`config.mk`:
```
export PLATFORM = sky130hd
export DESIGN_NAME = memory_access_stage
export DESIGN_NICKNAME = d
export VERILOG_FILES = /design/src/rtl/memory_access_stage.sv
export SDC_FILE = /design/constraint.sdc
export NUM_CORES = 1
export LEC_CHECK = 0
export ABC_AREA = 1
export CAP_MARGIN = 20
export CORE_ASPECT_RATIO = 1.4
export CORE_UTILIZATION = 25
export CTS_BUF_LIST = sky130_fd_sc_hd__clkbuf_16
export CTS_CLUSTER_SIZE = 8
export DETAILED_ROUTE_END_ITERATION = 12
export GPL_ROUTABILITY_DRIVEN = 0
export PLACE_DENSITY = 0.5
export REMOVE_ABC_BUFFERS = 1
export SYNTH_ARGS = -nofsm -noshare
export SYNTH_HDL_FRONTEND = slang
export SYNTH_SLANG_ARGS = --single-unit
```
`constraint.sdc`:
```
create_clock -name iClk -period 3.6 [get_ports iClk]
set_input_delay 0.9 -clock iClk [delete_from_list [all_inputs] [get_ports iClk]]
set_output_delay 0.9 -clock iClk [all_outputs]
set_load 0.01 [all_outputs]
```
`src/rtl/memory_access_stage.sv`:
```
// Memory access pipeline stage: drives the data cache, stalls upstream on misses and flushes,
// and registers write-back values. Define MEM_TIMEOUT_EN to bound cache waits (oMemError).
module memory_access_stage #(
  parameter int unsigned TIMEOUT_CYCLES = 255
) (
  input  logic        iClk,
  input  logic        iRst_n,
  input  logic [31:0] iExuResult,
  input  logic [31:0] iMemData,
  input  logic        iMemValid,
  input  logic        iMemWrite,
  input  logic        iMemToReg,
  input  logic        iCacheFlush,
  input  logic [4:0]  iWriteAddr,
  input  logic        iWriteEn,
  input  logic        iHalt,
  input  logic [31:0] iCacheRdData,
  input  logic        iCacheReady,
  output logic [31:0] oCacheAddr,
  output logic [31:0] oCacheWrData,
  output logic        oCacheRe,
  output logic        oCacheWe,
  output logic        oCacheFlush,
  output logic        oMemStall,
  output logic [31:0] oForwardMem,
  output logic [31:0] oWbData,
  output logic [4:0]  oWbWriteAddr,
  output logic        oWbWriteEn,
  output logic        oWbHalt
`ifdef MEM_TIMEOUT_EN
  ,
  output logic        oMemError
`endif
);

  typedef enum logic [1:0] {StIdle, StFlush, StWait} stateT;

  stateT       stateQ, stateD;
  logic [31:0] addrQ, dataQ;
  logic        validQ, writeQ, memToRegQ, wrEnQ, haltQ;
  logic [4:0]  wrAddrQ;
  logic [31:0] wbDataQ;
  logic [4:0]  wbAddrQ;
  logic        wbEnQ, wbHaltQ;

  logic        latch, retire, stall, timeout;
  logic [31:0] retData, reqAddr, reqData;
  logic [4:0]  retAddr;
  logic        retEn, retHalt, reqFlush, reqRe, reqWe;

`ifdef MEM_TIMEOUT_EN
  logic [7:0] cntQ;

  always_ff @(posedge iClk or negedge iRst_n) begin
    if (!iRst_n) begin
      cntQ <= 8'd0;
    end else if (stateQ == StIdle || stateD == StIdle) begin
      cntQ <= 8'd0;
    end else begin
      cntQ <= cntQ + 8'd1;
    end
  end

  // Fires during the TIMEOUT_CYCLES-th FLUSH/WAIT cycle that has not completed.
  assign timeout = (stateQ != StIdle) && !iCacheReady &&
                   (cntQ == 8'(TIMEOUT_CYCLES - 1));
  assign oMemError = iRst_n & timeout;
`else
  assign timeout = 1'b0;
`endif

  always_comb begin
    stateD   = stateQ;
    latch    = 1'b0;
    retire   = 1'b0;
    stall    = 1'b0;
    reqFlush = 1'b0;
    reqRe    = 1'b0;
    reqWe    = 1'b0;
    reqAddr  = 32'd0;
    reqData  = 32'd0;
    retData  = iMemToReg ? iCacheRdData : iExuResult;
    retAddr  = iWriteAddr;
    retEn    = iWriteEn;
    retHalt  = iHalt;
    unique case (stateQ)
      StIdle: begin
        if (iCacheFlush) begin
          reqFlush = 1'b1;
          if (!iCacheReady) begin
            latch  = 1'b1;
            stall  = 1'b1;
            stateD = StFlush;
          end else if (iMemValid) begin
            // Flush done at once but the access still has to be issued.
            latch  = 1'b1;
            stall  = 1'b1;
            stateD = StWait;
          end else begin
            retire = 1'b1;
          end
        end else if (iMemValid) begin
          reqAddr = iExuResult;
          reqData = iMemData;
          reqWe   = iMemWrite;
          reqRe   = !iMemWrite;
          if (!iCacheReady) begin
            latch  = 1'b1;
            stall  = 1'b1;
            stateD = StWait;
          end else begin
            retire = 1'b1;
          end
        end else begin
          retire = 1'b1;
        end
      end
      StFlush: begin
        reqFlush = 1'b1;
        stall    = 1'b1;
        if (iCacheReady) begin
          if (validQ) begin
            stateD = StWait;
          end else begin
            retire = 1'b1;
            stateD = StIdle;
          end
        end
      end
      StWait: begin
        reqAddr = addrQ;
        reqData = dataQ;
        reqWe   = writeQ;
        reqRe   = !writeQ;
        if (iCacheReady) begin
          retire = 1'b1;
          stateD = StIdle;
        end else begin
          stall = 1'b1;
        end
      end
      default: stateD = StIdle;
    endcase
    if (stateQ != StIdle) begin
      retData = memToRegQ ? iCacheRdData : addrQ;
      retAddr = wrAddrQ;
      retEn   = wrEnQ;
      retHalt = haltQ;
    end
    // An abandoned request releases upstream and retires a bubble.
    if (timeout) begin
      stall  = 1'b0;
      retire = 1'b0;
      stateD = StIdle;
    end
  end

  always_ff @(posedge iClk or negedge iRst_n) begin
    if (!iRst_n) begin
      stateQ    <= StIdle;
      addrQ     <= 32'd0;
      dataQ     <= 32'd0;
      validQ    <= 1'b0;
      writeQ    <= 1'b0;
      memToRegQ <= 1'b0;
      wrAddrQ   <= 5'd0;
      wrEnQ     <= 1'b0;
      haltQ     <= 1'b0;
      wbDataQ   <= 32'd0;
      wbAddrQ   <= 5'd0;
      wbEnQ     <= 1'b0;
      wbHaltQ   <= 1'b0;
    end else begin
      stateQ <= stateD;
      if (latch) begin
        addrQ     <= iExuResult;
        dataQ     <= iMemData;
        validQ    <= iMemValid;
        writeQ    <= iMemWrite;
        memToRegQ <= iMemToReg;
        wrAddrQ   <= iWriteAddr;
        wrEnQ     <= iWriteEn;
        haltQ     <= iHalt;
      end
      if (retire) begin
        wbDataQ <= retData;
        wbAddrQ <= retAddr;
        wbEnQ   <= retEn;
        wbHaltQ <= retHalt;
      end else begin
        wbEnQ   <= 1'b0;
        wbHaltQ <= 1'b0;
      end
    end
  end

  // Combinational outputs are forced low while reset is asserted.
  assign oCacheAddr   = iRst_n ? reqAddr : 32'd0;
  assign oCacheWrData = iRst_n ? reqData : 32'd0;
  assign oCacheRe     = iRst_n & reqRe;
  assign oCacheWe     = iRst_n & reqWe;
  assign oCacheFlush  = iRst_n & reqFlush;
  assign oMemStall    = iRst_n & stall;
  assign oForwardMem  = iRst_n ? iExuResult : 32'd0;
  assign oWbData      = wbDataQ;
  assign oWbWriteAddr = wbAddrQ;
  assign oWbWriteEn   = wbEnQ;
  assign oWbHalt      = wbHaltQ;

endmodule

```
Word level (Yosys, flattened, before mapping):

Cells that the tools add are included.

* register bits: 115
* bits of input ports: 110
* output and inout bits: 139
* logic and storage cells: 78

* eq/ne operators: 7
* multiplexer cells: 49
* bitwise logic cells: 4
* reduce and logical (&&, ||, !) cells: 5

Operators with widths (number)
* two-way mux 32 bit: 10
* case mux 32 bit (2 select lines): 2
* two-way mux 1 bit: 22
* two-way mux 2 bit: 8
* != test 3 bit, second input constant: 3
* case mux 1 bit (2 select lines): 3
* case mux 1 bit (3 select lines): 2
* case mux 2 bit (3 select lines): 1
* two-way mux 5 bit: 1
* AND reduction 5 bit: 1
* AND 1 bit: 4
* != test 2 bit, second input constant: 2
* == test 2 x 1 -> 1 bit, second input constant: 1
* == test 2 bit, second input constant: 1
* logical NOT 1 bit: 2
* logical NOT 2 bit: 1
* nonzero test 2 bit: 1

Longest topological paths before layout:

* depth in word-level cells: 5
* mapped depth: 9
* gate-level depth less buffers: 7

Worst setup path before layout:

Ideal clock, no wire load.

* path kind: input port to output port
* from: input iCacheReady
* to: output oMemStall
* data arrival time: 1772 ps
* required time: 2700 ps
* slack: 928 ps
* cell stages on the path: 7
* buffers on the path: 2
* cells stage by stage: inv_2 -> nand3_2 -> nand2_4 -> nand2_2 -> buf_6 -> buf_4 -> a21oi_1

* cells in the longest elaborated chain, start to end: 5
* elaborated cells on any way between the ends: 6
* classes of those cells: mux: 5; bitwise: 1

RTL lines
* start, declared: line 18 `input logic iCacheReady,`
* two-way mux 1 bit: line 107, 135
* two-way mux 1 bit: line 102 `end else if (iMemValid) begin`
* two-way mux 1 bit: line 88 `if (iCacheFlush) begin`
* case mux 1 bit (3 select lines) *: line 86 `unique case (stateQ)`
* AND 1 bit *: line 203 `assign oMemStall = iRst_n & stall;`
* end, declared: line 24 `output logic oMemStall,`

Mark *: on every way between the ends. The rest lies on a longest branch, timed or not.

Worst setup path after layout:

* from: input iCacheFlush
* to: output oMemStall

* cells in the longest elaborated chain, start to end: 3

RTL lines
* start, declared: line 13 `input logic iCacheFlush,`
* two-way mux 1 bit: line 88
* case mux 1 bit (3 select lines): line 86
* AND 1 bit: line 203

No other way between the ends.

==> reports/summary.txt <==
Switching Share: 41.15%
Die Wd: 142.8 um
H-Tree Level Count: 4
Total Routing Usage GR: 18.09%
vias in the first global route: 7283
Startpoint Class: input port
DP Worst Slack: -50.73 ps
CP cell instances: clkdlybuf4s50_1, buf_4, inv_2, nand3_2, nand2_4, nand2_4, a21oi_1, clkdlybuf4s50_1
Worst-Margin Slew: 980.4 ps
fillers: 2866
layout cells sized above 1: 5.517%
Yosys warning count: 0
post-synthesis simple-gate area fraction: 34.81%
CTS max path bufs: 2
RSZ-0062 raised after global routing: false
Clk pwr share: 21.3%
P&R area growth vs syn: 50.82%
pin count of the biggest net entering global routing: 76
cell family with most CP delay: buffers and inverters
Lkg Pwr: 5.915 nW
grt ovf: 0
top cells by area, synth: dfrtp_1 41%, nand2_1 23%, nand3_1 9.2%
crit path DAT: 2600 ps
Post-Synth XOR/XNOR Area: 0%
WP buf/inv: 4
WL/cell: 15.34 um
register share of total power: 30.6%
nets: 1386
detail-routed via count per cell: 4.528
worst relative slew slack: 34.41%
critical path type: in -> out
Tmin final: 3504 ps
status: finished, final reports clean
Synth cell types: 21
DRT antenna net count: 0
skew final: 8.863 ps
WL final: 25350 um
Post-synth EDFFs: 0
Core Region: 27090 um2
# DRC: 0
ys async rst share: 100.0%
Peak Freq: 285.3 MHz
CP max FO: 4
Pwr Total: 7.414 mW
Slowest-stage cell, CP: clkdlybuf4s50_1
clock root buffer: clkbuf_16
Combinational Power Share: 48.1%
period utilization: 97.35%
Post-synth top cells: 434 x nand2_1, 127 x nand3_1, 115 x dfrtp_1, 105 x inv_1, 76 x o21ai_0
antenna violations before repair: 0
Slew Limit Fails: 0
net switching power: 3.050 mW
Die Ht: 199.1 um
worst path required time: 2700 ps
I/O Buffers: 248
Mapped Area: 6940 um2
Die ar.: 28440 um2
#FFs+latches synth: 115
Worst VDD drop: 328.9 uV
final setup fails: 0
Max-Cap Viols: 0
adder-cell area share of the yosys netlist: 0%
cell taking the most area after synthesis: dfrtp_1
worst-skew pair later-pin latency: 420 ps
TritonCTS Buffers: 17
CTS clk-pin slew, worst paths: 50 ps
routed via count: 7481
Syn Inst Count: 1054
HP Class: in -> async
First DRT Iteration DRCs: 321
CTS sink cnt: 115
count leader, synth: nand2_1
num rows: 71
IO Count: 249
first-pass GRT wire length: 39470 um
Top FF cell, synth: dfrtp_1
TritonRoute pass-1 iters: 5
largest family of logic cells by synthesized area: simple AND/OR/NAND/NOR gates
register area share after synthesis: 41.46%
Internal Pwr Total: 4.363 mW
Final Hold Fails: 0
syn avg cell area: 6.585 um2
crit end category: output port
Worst path max stage delay: 580 ps
Synth top area share: 41.46%
power density cells: 708.3 nW/um2
setup ws final: 95.52 ps
Starting Density: 25.62%
ant diodes: 0
TritonCTS clock tree: yes
final HPWL from detailed placement: 17250 um
post-synthesis mux area share: 0%
Compound-Gate Fraction of Synth Area: 12.49%
sequential cells by signal (all words and copies together), names as in the netlist:
| signal | cells |
|---|---|
| wrAddrQ | 5 |
| memToRegQ | 1 |
| haltQ | 1 |
| addrQ | 32 |
| validQ | 1 |
| wrEnQ | 1 |
| oWbWriteAddr | 5 |
| stateQ | 2 |
| writeQ | 1 |
| oWbData | 32 |
| oWbHalt | 1 |
| oWbWriteEn | 1 |
| dataQ | 32 |
power by group through the flow:
stage | registers, mW | clock network [mW] | logic, mW
4_1_cts | 2.34 | 1.63 | 3.58
6_report | 2.27 | 1.58 | 3.57
3_3_place_gp | 2.33 | 0 | 3.58
2_1_floorplan | 2.34 | 0 | 1.80
3_5_place_dp | 2.35 | 0 | 3.60
5_1_grt | 2.35 | 1.67 | 4.04
worst reg2reg max path: stages (launching register included):
cell	delay, ps
dfrtp_1	450
nor2_4	160
nand2_4	110
buf_4	350
buf_4	680
o21ai_0	280
metal layers:
layer	GRT usage, %	wire, um	vias up
met2	32.57	12880	201
met1	21.25	10820	3484
met4	4.659	269	0
met3	4.409	1376	14
li1	-	-	3782
met5	0	0	-
final cells by class:
class	instances	area [um2]	share of cell area [%]
multi-input combinational	754	3298	31.51
sequential	115	2879	27.50
inverter	109	409.1	3.909
tap	365	456.7	4.363
clock inverter	13	105.1	1.004
timing repair buffer	279	2894	27.65
clock buffer	17	425.4	4.064
what timing repair did:
action / CTS / global route
cloned: 0 / 1
hold buffers: 0 / 0
gates resized for setup: 20 / 46
setup endpoints to repair: 20 / 46
pin swaps: 0 / 1
setup buffers: 0 / 2
stage by stage:
stage | instances | area [um2] | hold slack (ps) | setup TNS (ps) | util, %
3_3_place_gp | 1618 | 9787 | 455.0 | -91.12 | 36.12
2_1_floorplan | 978 | 6570 | 442.2 | -19940 | -
6_report | 1652 | 10470 | 297.9 | 0 | 38.63
3_5_place_dp | 1618 | 9787 | 458.3 | -205.0 | 36.12
4_1_cts | 1648 | 10290 | 271.4 | 0 | 37.99
5_1_grt | 1652 | 10470 | 277.8 | 0 | 38.63
final timing paths:
check / slack [ps] / endpoint / from / cells past startpoint
max: 100 / oMemStall / iCacheFlush / 8
min: 300 / oWbData[25]$_DFFE_PN0P_ / iRst_n / 1
max reg2reg: 1410 / addrQ[10]$_DFFE_PN0P_ / stateQ[0]$_DFFE_PN0P_ / 5
min reg2reg: 470 / dataQ[9]$_DFFE_PN0P_ / dataQ[9]$_DFFE_PN0P_ / 2
max in group asynchronous: 2470 / addrQ[12]$_DFFE_PN0P_ / iRst_n / 3
min in group iClk: 470 / dataQ[9]$_DFFE_PN0P_ / dataQ[9]$_DFFE_PN0P_ / 2
logic make-up (layout without fill, tap and decap cells):
kind of cell,Yosys count,in the layout
and+or+nand+nor,588,588
buffers and inverters,185,418
AOI/OAI and AO/OA,166,166
DFF,115,115
cells in the final DEF (no fill, tap or decap), types with 2 or more instances in the layout:
cell             Yosys  final
nand2_1            434    433
clkdlybuf4s50_1      0    180
nand3_1            127    127
dfrtp_1            115    114
inv_1              105    109
o21ai_0             76     76
a21oi_1             47     47
dlymetal6s2s_1       0     46
buf_4                9     24
o22ai_1             23     23
dlygate4sd2_1        0     20
clkbuf_16            0     18
nor2_1              18     17
o21ai_1             17     17
buf_12               0      6
inv_2                4      4
clkinv_1             0      4
nor2_4               2      3
nand2_2              3      3
nand2_4              2      3
clkinv_2             0      3
nand3_2              2      2
o31ai_1              2      2
bufinv_16            0      2
(Power assumes the default switching activity.)
